===== src/rtl/mem_dacc_if.sv =====
// mem_dacc_if: SRAM-like data bus between the memory-stage access controller
// and the data memory / cache.
//   master : controller side (drives the request, receives handshakes/data)
//   slave  : memory side
// Signals:
//   data_req/data_wr/data_size/data_addr/data_wstrb/data_wdata : request
//   data_addr_ok : request accepted; data_data_ok : response/write completion
//   data_rdata   : read data, valid with data_data_ok
interface mem_dacc_if #(
    parameter int ADDR_W = 32
) ();
    logic              data_req;
    logic              data_wr;
    logic [1:0]        data_size;
    logic [ADDR_W-1:0] data_addr;
    logic [3:0]        data_wstrb;
    logic [31:0]       data_wdata;
    logic              data_addr_ok;
    logic              data_data_ok;
    logic [31:0]       data_rdata;

    modport master (
        output data_req, data_wr, data_size, data_addr, data_wstrb, data_wdata,
        input  data_addr_ok, data_data_ok, data_rdata
    );

    modport slave (
        input  data_req, data_wr, data_size, data_addr, data_wstrb, data_wdata,
        output data_addr_ok, data_data_ok, data_rdata
    );
endinterface


===== src/rtl/mem_dacc.sv =====
// mem_dacc: memory-stage data-access controller. Turns one load/store per
// instruction into a req/addr_ok/data_ok bus transaction, stalls the pipeline
// while it is outstanding, buffers the returned load word and produces the
// lane code used by write-back extraction.
//
// Optional feature macro: DACC_ALIGN_CHK_EN
//   defined   : misaligned half/word accesses raise adel_o/ades_o and no
//               request is issued
//   undefined : no alignment exceptions; address low bits are masked to the
//               access size before lane/strobe generation
//
// Ports:
//   cpu_clk, cpu_rst_n         clock, async active-low reset
//   mem_valid_i/load_i/store_i MEM-stage instruction qualifiers
//   mem_size_i, mem_addr_i     access size (0 b, 1 h, 2/3 w) and address
//   mem_wdata_i                right-aligned store data
//   flush_i                    exception/ERET flush of the MEM stage
//   dbus                       data bus (master side)
//   stall_o                    freeze PC through EX/MEM
//   wb_dm_o, wb_dre_o          buffered load word and lane code (bit 3-k = lane k)
//   adel_o, ades_o, badvaddr_o alignment exceptions and faulting address
//
// state   | meaning
// --------+-------------------------------------------------------------
// IDLE    | no transaction; a new access may start this cycle
// REQ     | request presented, waiting for addr_ok; bus fields from copies
// WAIT    | request accepted, waiting for data_ok
// DONE    | one-cycle release after a completed (non-cancelled) access
module mem_dacc #(
    parameter int ADDR_W = 32,
    parameter int DATA_W = 32
) (
    input  logic              cpu_clk,
    input  logic              cpu_rst_n,
    input  logic              mem_valid_i,
    input  logic              mem_load_i,
    input  logic              mem_store_i,
    input  logic [1:0]        mem_size_i,
    input  logic [ADDR_W-1:0] mem_addr_i,
    input  logic [DATA_W-1:0] mem_wdata_i,
    input  logic              flush_i,
    mem_dacc_if.master        dbus,
    output logic              stall_o,
    output logic [DATA_W-1:0] wb_dm_o,
    output logic [3:0]        wb_dre_o,
    output logic              adel_o,
    output logic              ades_o,
    output logic [ADDR_W-1:0] badvaddr_o
);

    typedef enum logic [1:0] {
        ST_IDLE = 2'd0,
        ST_REQ  = 2'd1,
        ST_WAIT = 2'd2,
        ST_DONE = 2'd3
    } state_t;

    state_t            state_q, state_d;
    logic              cancel_q, cancel_d;
    logic [3:0]        dre_q, dre_d;
    logic [DATA_W-1:0] wb_dm_q, wb_dm_d;
    logic [3:0]        wb_dre_q, wb_dre_d;
    logic [ADDR_W-1:0] req_addr_q, req_addr_d;
    logic              req_wr_q, req_wr_d;
    logic [1:0]        req_size_q, req_size_d;
    logic [3:0]        req_wstrb_q, req_wstrb_d;
    logic [DATA_W-1:0] req_wdata_q, req_wdata_d;

    logic              is_byte, is_half, is_word;
    logic              misal;
    logic [ADDR_W-1:0] addr_eff;
    logic [1:0]        off;
    logic [3:0]        dre_c, wstrb_c;
    logic [DATA_W-1:0] wdata_c;
    logic              start;
    logic              cancel_now;

    logic              bus_req, bus_wr, stall;
    logic [1:0]        bus_size;
    logic [ADDR_W-1:0] bus_addr;
    logic [3:0]        bus_wstrb;
    logic [DATA_W-1:0] bus_wdata;

    assign is_byte = (mem_size_i == 2'd0);
    assign is_half = (mem_size_i == 2'd1);
    assign is_word = mem_size_i[1];

`ifdef DACC_ALIGN_CHK_EN
    assign misal    = (is_half & mem_addr_i[0]) | (is_word & (mem_addr_i[1:0] != 2'b00));
    assign addr_eff = mem_addr_i;
`else
    assign misal = 1'b0;
    always_comb begin
        addr_eff = mem_addr_i;
        if (is_half) addr_eff[0] = 1'b0;
        if (is_word) addr_eff[1:0] = 2'b00;
    end
`endif

    assign off = addr_eff[1:0];

    // Lane code and strobes use opposite bit orders: dre bit (3-k) vs wstrb bit k.
    always_comb begin
        dre_c   = 4'b0000;
        wstrb_c = 4'b0000;
        wdata_c = mem_wdata_i;
        if (is_byte) begin
            dre_c   = 4'b1000 >> off;
            wstrb_c = 4'b0001 << off;
            wdata_c = {4{mem_wdata_i[7:0]}};
        end else if (is_half) begin
            dre_c   = off[1] ? 4'b0011 : 4'b1100;
            wstrb_c = off[1] ? 4'b1100 : 4'b0011;
            wdata_c = {2{mem_wdata_i[15:0]}};
        end else begin
            dre_c   = 4'b1111;
            wstrb_c = 4'b1111;
        end
        if (!mem_load_i) dre_c = 4'b0000;
        if (!mem_store_i) wstrb_c = 4'b0000;
    end

    assign start = (state_q == ST_IDLE) & mem_valid_i & (mem_load_i | mem_store_i)
                 & ~misal & ~flush_i;

    // A flush arriving in the same cycle as the response still cancels it.
    assign cancel_now = cancel_q | flush_i;

    always_comb begin
        state_d     = state_q;
        cancel_d    = cancel_q;
        dre_d       = dre_q;
        wb_dm_d     = wb_dm_q;
        wb_dre_d    = wb_dre_q;
        req_addr_d  = req_addr_q;
        req_wr_d    = req_wr_q;
        req_size_d  = req_size_q;
        req_wstrb_d = req_wstrb_q;
        req_wdata_d = req_wdata_q;
        bus_req     = 1'b0;
        bus_wr      = 1'b0;
        bus_size    = 2'b00;
        bus_addr    = addr_eff;
        bus_wstrb   = 4'b0000;
        bus_wdata   = '0;
        stall       = 1'b0;

        case (state_q)
            ST_IDLE: begin
                cancel_d = 1'b0;
                if (start) begin
                    bus_req     = 1'b1;
                    stall       = 1'b1;
                    bus_wr      = mem_store_i;
                    bus_size    = mem_size_i;
                    bus_wstrb   = wstrb_c;
                    bus_wdata   = wdata_c;
                    dre_d       = dre_c;
                    req_addr_d  = addr_eff;
                    req_wr_d    = mem_store_i;
                    req_size_d  = mem_size_i;
                    req_wstrb_d = wstrb_c;
                    req_wdata_d = wdata_c;
                    if (dbus.data_addr_ok) begin
                        if (dbus.data_data_ok) begin
                            wb_dm_d  = dbus.data_rdata;
                            wb_dre_d = dre_c;
                            state_d  = ST_DONE;
                        end else begin
                            state_d = ST_WAIT;
                        end
                    end else begin
                        state_d = ST_REQ;
                    end
                end
            end
            ST_REQ: begin
                bus_req   = 1'b1;
                stall     = 1'b1;
                bus_wr    = req_wr_q;
                bus_size  = req_size_q;
                bus_addr  = req_addr_q;
                bus_wstrb = req_wstrb_q;
                bus_wdata = req_wdata_q;
                cancel_d  = cancel_now;
                if (dbus.data_addr_ok) begin
                    if (dbus.data_data_ok) begin
                        wb_dm_d  = dbus.data_rdata;
                        wb_dre_d = cancel_now ? 4'b0000 : dre_q;
                        state_d  = cancel_now ? ST_IDLE : ST_DONE;
                    end else begin
                        state_d = ST_WAIT;
                    end
                end
            end
            ST_WAIT: begin
                stall    = 1'b1;
                cancel_d = cancel_now;
                if (dbus.data_data_ok) begin
                    wb_dm_d  = dbus.data_rdata;
                    wb_dre_d = cancel_now ? 4'b0000 : dre_q;
                    state_d  = cancel_now ? ST_IDLE : ST_DONE;
                end
            end
            ST_DONE: begin
                state_d = ST_IDLE;
            end
            default: begin
                state_d = ST_IDLE;
            end
        endcase
    end

    always_ff @(posedge cpu_clk or negedge cpu_rst_n) begin
        if (!cpu_rst_n) begin
            state_q     <= ST_IDLE;
            cancel_q    <= 1'b0;
            dre_q       <= 4'b0000;
            wb_dm_q     <= '0;
            wb_dre_q    <= 4'b0000;
            req_addr_q  <= '0;
            req_wr_q    <= 1'b0;
            req_size_q  <= 2'b00;
            req_wstrb_q <= 4'b0000;
            req_wdata_q <= '0;
        end else begin
            state_q     <= state_d;
            cancel_q    <= cancel_d;
            dre_q       <= dre_d;
            wb_dm_q     <= wb_dm_d;
            wb_dre_q    <= wb_dre_d;
            req_addr_q  <= req_addr_d;
            req_wr_q    <= req_wr_d;
            req_size_q  <= req_size_d;
            req_wstrb_q <= req_wstrb_d;
            req_wdata_q <= req_wdata_d;
        end
    end

    // The state is forced to IDLE during reset but the combinational start
    // path still sees live pipeline inputs; gate the outputs so the bus and
    // stall are quiet for the whole reset period.
    assign dbus.data_req   = bus_req & cpu_rst_n;
    assign dbus.data_wr    = bus_wr & cpu_rst_n;
    assign dbus.data_size  = bus_size & {2{cpu_rst_n}};
    assign dbus.data_addr  = bus_addr;
    assign dbus.data_wstrb = bus_wstrb & {4{cpu_rst_n}};
    assign dbus.data_wdata = bus_wdata & {DATA_W{cpu_rst_n}};
    assign stall_o         = stall & cpu_rst_n;

    assign adel_o     = cpu_rst_n & mem_valid_i & mem_load_i & misal;
    assign ades_o     = cpu_rst_n & mem_valid_i & mem_store_i & misal;
    assign badvaddr_o = mem_addr_i;

    assign wb_dm_o  = wb_dm_q;
    assign wb_dre_o = wb_dre_q;

endmodule


===== src/flat_wrapper.sv =====
// flat-port wrapper written by rule: the top's interface ports become plain ports
module mem_dacc_flat 
#(
    parameter int ADDR_W = 32,
    parameter int DATA_W = 32
)
  (cpu_clk, cpu_rst_n, mem_valid_i, mem_load_i, mem_store_i, mem_size_i, mem_addr_i, mem_wdata_i, flush_i, stall_o, wb_dm_o, wb_dre_o, adel_o, ades_o, badvaddr_o, dbus_data_req, dbus_data_wr, dbus_data_size, dbus_data_addr, dbus_data_wstrb, dbus_data_wdata, dbus_data_addr_ok, dbus_data_data_ok, dbus_data_rdata);
  mem_dacc_if #(.ADDR_W(ADDR_W)) dbus_i ();
  input  logic cpu_clk;
  input  logic cpu_rst_n;
  input  logic mem_valid_i;
  input  logic mem_load_i;
  input  logic mem_store_i;
  input  logic [1:0] mem_size_i;
  input  logic [ADDR_W-1:0] mem_addr_i;
  input  logic [DATA_W-1:0] mem_wdata_i;
  input  logic flush_i;
  output logic stall_o;
  output logic [DATA_W-1:0] wb_dm_o;
  output logic [3:0] wb_dre_o;
  output logic adel_o;
  output logic ades_o;
  output logic [ADDR_W-1:0] badvaddr_o;
  output wire logic [$bits(dbus_i.data_req)-1:0] dbus_data_req;
  output wire logic [$bits(dbus_i.data_wr)-1:0] dbus_data_wr;
  output wire logic [$bits(dbus_i.data_size)-1:0] dbus_data_size;
  output wire logic [$bits(dbus_i.data_addr)-1:0] dbus_data_addr;
  output wire logic [$bits(dbus_i.data_wstrb)-1:0] dbus_data_wstrb;
  output wire logic [$bits(dbus_i.data_wdata)-1:0] dbus_data_wdata;
  input wire logic [$bits(dbus_i.data_addr_ok)-1:0] dbus_data_addr_ok;
  input wire logic [$bits(dbus_i.data_data_ok)-1:0] dbus_data_data_ok;
  input wire logic [$bits(dbus_i.data_rdata)-1:0] dbus_data_rdata;
  assign dbus_data_req = dbus_i.data_req;
  assign dbus_data_wr = dbus_i.data_wr;
  assign dbus_data_size = dbus_i.data_size;
  assign dbus_data_addr = dbus_i.data_addr;
  assign dbus_data_wstrb = dbus_i.data_wstrb;
  assign dbus_data_wdata = dbus_i.data_wdata;
  assign dbus_i.data_addr_ok = dbus_data_addr_ok;
  assign dbus_i.data_data_ok = dbus_data_data_ok;
  assign dbus_i.data_rdata = dbus_data_rdata;
  mem_dacc #(.ADDR_W(ADDR_W), .DATA_W(DATA_W)) u_core (.cpu_clk(cpu_clk), .cpu_rst_n(cpu_rst_n), .mem_valid_i(mem_valid_i), .mem_load_i(mem_load_i), .mem_store_i(mem_store_i), .mem_size_i(mem_size_i), .mem_addr_i(mem_addr_i), .mem_wdata_i(mem_wdata_i), .flush_i(flush_i), .dbus(dbus_i), .stall_o(stall_o), .wb_dm_o(wb_dm_o), .wb_dre_o(wb_dre_o), .adel_o(adel_o), .ades_o(ades_o), .badvaddr_o(badvaddr_o));
endmodule

===== config.mk =====
export PLATFORM = sky130hd
export DESIGN_NAME = mem_dacc_flat
export DESIGN_NICKNAME = d
export VERILOG_FILES = /design/src/rtl/mem_dacc_if.sv /design/src/rtl/mem_dacc.sv /design/src/flat_wrapper.sv
export SDC_FILE = /design/constraint.sdc
export NUM_CORES = 1
export LEC_CHECK = 0
export CAP_MARGIN = 10
export CORE_MARGIN = 3
export CORE_UTILIZATION = 47
export DETAILED_ROUTE_END_ITERATION = 8
export GPL_TIMING_DRIVEN = 0
export MAX_ROUTING_LAYER = met4
export PLACE_DENSITY = 0.95
export SYNTH_ARGS = -nofsm -noshare
export SYNTH_HDL_FRONTEND = slang
export SYNTH_SLANG_ARGS = --single-unit

===== constraint.sdc =====
create_clock -name cpu_clk -period 5.55 [get_ports cpu_clk]
set_clock_uncertainty 0.05 [all_clocks]
set_input_delay 1.11 -clock cpu_clk [delete_from_list [all_inputs] [get_ports cpu_clk]]
set_output_delay 1.11 -clock cpu_clk [all_outputs]
set_load 0.1 [all_outputs]

# After elaboration in Yosys (flattened, before gate mapping)
# Index checks and enable logic that the tools add are counted.
[word_totals]
wordCells = 86
in_bits = 106
reg_bits = 114
output_inout_bits = 143
[op_classes]
n_reduce_logical = 9
muxes = 44
shift = 2
bitwise_logic = 12
n_eq_ne = 9
[op_table]
columns = ["op", "n"]
rows = [
  ["$mux 32", 7],
  ["$pmux 32 s3", 1],
  ["$pmux 32 s2", 1],
  ["$mux 4", 15],
  ["$and 32x32->32", 1],
  ["$mux 2", 8],
  ["$pmux 4 s3", 1],
  ["$ne 2x2->1 const B", 4],
  ["$pmux 1 s2", 4],
  ["$pmux 2 s4", 1],
  ["$pmux 4 s2", 1],
  ["$and 1x1->1", 6],
  ["$reduce_and 5->1", 1],
  ["$and 4x4->4", 1],
  ["$eq 2x1->1 const B", 2],
  ["$eq 2x2->1 const B", 2],
  ["$logic_not 2->1", 2],
  ["$mux 1", 4],
  ["$pmux 2 s2", 1],
  ["$reduce_and 2->1", 2],
  ["$shl 1x2->4 const A", 1],
  ["$shr 4x2->4 const A", 1],
  ["$reduce_and 3->1", 1],
  ["$reduce_bool 3->1", 1],
  ["other kinds (6)", 7],
]

# Logic depth before layout (Yosys ltp)
[logic_depth]
ltp_word = 11
ltp_mapped = 8
ltp_nobuf = 6

# Least setup slack after synthesis
# Ideal clock, no wire load.
[synth_path]
path_type = "input -> output"
from = "input port flush_i"
to = "output port stall_o"
t_required_ns = 4.390
path_buffers = 1
path_slack_ns = 0.340
t_arrival_ns = 4.050
stages = 5
cell_sequence = "and3b_1 nor2b_1 clkbuf_1 nor2_1 nor3b_1"
[synth_via]
elab_chain_cells = 5
[synth_lines]
columns = ["element", "line", "rtl"]
rows = [
  ["start: declaration", "flat_wrapper.sv:17", "input logic flush_i;"],
  ["$not 1->1", "mem_dacc.sv:124", "& ~misal & ~flush_i;"],
  ["$and 1x1->1", "mem_dacc.sv:124", ""],
  ["$mux 1", "mem_dacc.sv:151", "if (start) begin"],
  ["$pmux 1 s2", "mem_dacc.sv:148", "case (state_q)"],
  ["$and 1x1->1", "mem_dacc.sv:249", "assign stall_o = stall & cpu_rst_n;"],
  ["end: declaration", "flat_wrapper.sv:18", "output logic stall_o;"],
]
# Every way passes these cells.

# Final worst setup path
[layout_path]
from = "input port flush_i"
to = "output port dbus_data_wdata[7]"
[layout_via]
elab_chain_cells = 5
[layout_lines]
columns = ["element", "line", "rtl"]
rows = [
  ["$not 1->1", "mem_dacc.sv:124", ""],
  ["$and 1x1->1", "mem_dacc.sv:124", ""],
  ["$mux 32", "mem_dacc.sv:151", ""],
  ["$pmux 32 s2", "mem_dacc.sv:148", ""],
  ["$and 32x32->32", "mem_dacc.sv:248", "assign dbus.data_wdata = bus_wdata & {DATA_W{cpu_rst_n}};"],
  ["end: declaration", "flat_wrapper.sv:29", "output wire logic [$bits(dbus_i.data_wdata)-1:0] dbus_data_wdata;"],
]
# Every way passes these cells.

==> impl_results.md <==
- Status: finished, final reports clean
- Period minus WS final: 5.34 ns
- Setup WS pre-CTS: -0.0514 ns
- Number of remaining DRC errors: 0
- Largest area contributor in the synthesized netlist: dfrtp_1
- Starting Density: 0.487
- P_leak: 0.00430 uW
- Most frequent cell after synthesis: nand2_1
- H-Tree Depth: 4
- Antenna violations before repair: 0
- Vias in the first global route: 6097
- Die span in y: 118 um
- Kind of critical path: input port to output pin
- Post-synth ARST share: 1.00
- Data required time of the critical path: 4.39 ns
- Finished Core Util: 0.758
- Worst vdd ir: 410 uV
- Num rows: 40
- Fin worst setup slack: 0.205 ns
- Drt total wl: 20.2 mm
- Area Overhead vs Synth: 55.6%
- Drt wl/cell: 18.6 um
- CP Launch Point: flush_i
- Clock transition at the registers of the reported paths: 0.05 ns
- Flop2flop setup slack: 3.13 ns
- Die ar.: 14000 um^2
- Final hold violations: 0
- Worst hold path type: register to register
- Fmax: 0.187 GHz
- Setup TNS Final: 0 ns
- Synth area leaders: dfrtp_1, nand2_1, mux2_2
- Die width: 118 um
- Fillers: 799
- Initial DRC Count: 501
- Max Root-Sink Buffers: 2
- CTS Hold Bufs: 0
- Top post-synthesis cells by count: nand2_1, dfrtp_1, mux2_2
- Mean number of vias per cell: 5.28
- Final Net Count: 1018
- YS warnings: 0
- RR Startpoint: u_core.state_q[0]$_DFFE_PN0P_
- Final number of setup-violating endpoints: 0
- Slew Viols, Final: 0
- Kind of start point of the critical path: input port
- Ports: 249
- Total gr overflow: 0
- IO buf count: 245
- Fraction of layout cells with a size suffix above 1: 0.139
- Clock sink count: 114
- Crit-path max FO: 10
- Root buffer cell: clkbuf_16
- Unrepaired setup endpoints after global routing: false
- Largest net degree at the start of global routing: 98
- Synthesized area: 5920 um^2
- Worst skew pair latency: 0.40 ns
- Gr usage total: 0.298
- Period utilisation layout: 0.963
- Tot Pwr: 6280 uW
- Worst hold path startpoint: u_core.req_addr_q[4]$_DFFE_PN0P_
- Post-synthesis sequential area ratio: 0.482
- ANT cells: 0
- Count of non-filler cells in the finished layout: 1086
- Slew @ Worst Pin: 1.05 ns
- Cell count after synthesis: 641
- Library cells used by synthesis: 36
- Seq cells post-synth: 114
- Worst setup EP type: output pin
- Max-cap viol count: 0
- Setup bufs post-CTS: 0
- Inst Count DP: 1056
- Avg Inst Size Synth: 9.24 um^2
- Cts bufs inserted: 17
- CTS tree: built
- Area of the core: 12200 um^2
- Number of synthesized flops with an enable pin: 0
- First-pass DRT Iterations: 5
- Data arrival, critical path: 4.18 ns
- Hold path cells: 2
- R2R Path End: u_core.req_addr_q[25]$_DFFE_PN0P_
- Via count: 5731
- Endpoint, Worst Hold: u_core.req_addr_q[4]$_DFFE_PN0P_
- Final HPWL DP: 14.6 mm
- Reg2reg path depth: 8
- Relative slew slack: 0.300
- Power per Cell Area: 681 nW/um^2
- First-pass GRT wire length: 31.9 mm
- Number of routed nets with antenna violations: 0
- Routability cong.: 0.980
- Area share of the largest cell type after synthesis: 0.482
- Synth Flop Type: dfrtp_1
-- report_power, final --
group | internal [uW] | switching (uW)
sequential | 1240 | 231
clock | 713 | 364
combinational | 958 | 2770
total | 2910 | 3360
-- area by class of cell --
type                            instances  area, um^2  share of cell area
Buffer                                 68         408              0.0443
Clock buffer                           25         505              0.0548
Clock inverter                          5        75.1             0.00815
Inverter                                8        30.0             0.00326
Multi-Input combinational cell        452        2640               0.286
Sequential cell                       114        2850               0.310
Tap cell                              168         210              0.0228
Timing Repair Buffer                  246        2500               0.271
-- state kept, by name, indices dropped and copies added (netlist names) --
name                cells
u_core.req_addr_q      32
u_core.wb_dre_o         4
u_core.req_wstrb_q      4
u_core.req_size_q       2
u_core.dre_q            4
u_core.state_q          2
u_core.req_wdata_q     32
u_core.cancel_q         1
u_core.req_wr_q         1
u_core.wb_dm_o         32
-- how the worst max path moves through the flow --
stage	endpoint	slack [ns]	cells after the start
floorplan	stall_o	0.34	5
global route	dbus_data_wdata[18]	0.03	8
detailed placement	dbus_data_wdata[18]	-0.05	8
CTS	dbus_data_wdata[15]	0.002	8
finish	dbus_data_wdata[7]	0.21	7
global placement	dbus_data_wstrb[0]	-4.72	5
-- through the flow --
| stage | cell area, um^2 | hold WS, ns |
|---|---|---|
| finish | 9220 | 0.420 |
| global route | 9220 | 0.446 |
| CTS | 9190 | 0.421 |
| detailed placement | 8620 | 0.407 |
| global placement | 8590 | 0.402 |
| floorplan | 5930 | 0.390 |
-- per-layer routing --
metal / vias up / part of all wire / track usage
met4: 0 / 0.035 / 0.125
met5: - / 0 / -
met2: 337 / 0.50 / 0.506
met1: 2716 / 0.38 / 0.336
li1: 2610 / - / -
met3: 68 / 0.087 / 0.0737
-- kinds of logic (layout without fill, tap and decap cells) --
group / Yosys count / count (layout) / synth area share
and+or+nand+nor: 277 / 277 / 0.185
DFF: 114 / 114 / 0.482
muxes: 92 / 92 / 0.173
AOI/OAI and AO/OA: 76 / 76 / 0.0748
buffers and inverters: 76 / 352 / 0.0739
adders and majority gates: 5 / 5 / 0.0106
other: 1 / 2 / 0.000633
-- critical path, cell delays in order --
cell and delay [ns]:
clkdlybuf4s50_1 0.51, and3b_1 0.29, nor2b_1 0.26, clkbuf_1 0.41
nand2_1 0.16, a21oi_1 0.24, clkdlybuf4s50_1 1.19
-- cell usage in the layout (no fill, tap or decap), types with 2 or more instances in the layout --
cell type	instances
nor2_1	11
clkdlybuf4s50_1	231
o21ai_1	2
buf_1	5
nor2b_1	2
mux2_1	30
dlymetal6s2s_1	9
nand2b_1	2
a21boi_0	3
a22o_1	4
buf_4	34
a21oi_1	40
bufinv_16	2
dlygate4sd2_1	4
conb_1	2
o21ai_0	12
a22oi_1	2
inv_1	7
dfrtp_1	114
mux2i_1	8
mux2_2	54
ha_1	5
clkbuf_1	27
clkbuf_16	17
clkinv_2	3
nand2_1	251
clkbuf_8	5
buf_2	2
buf_6	4
nor3b_1	2
o211ai_1	8
or2_2	4
-- what timing repair did --
action,in CTS,in global routing
endpoints found under the hold margin,0,0
gates resized for setup,4,9
setup endpoints to repair,4,9
Power figures use the tool's default switching activity.
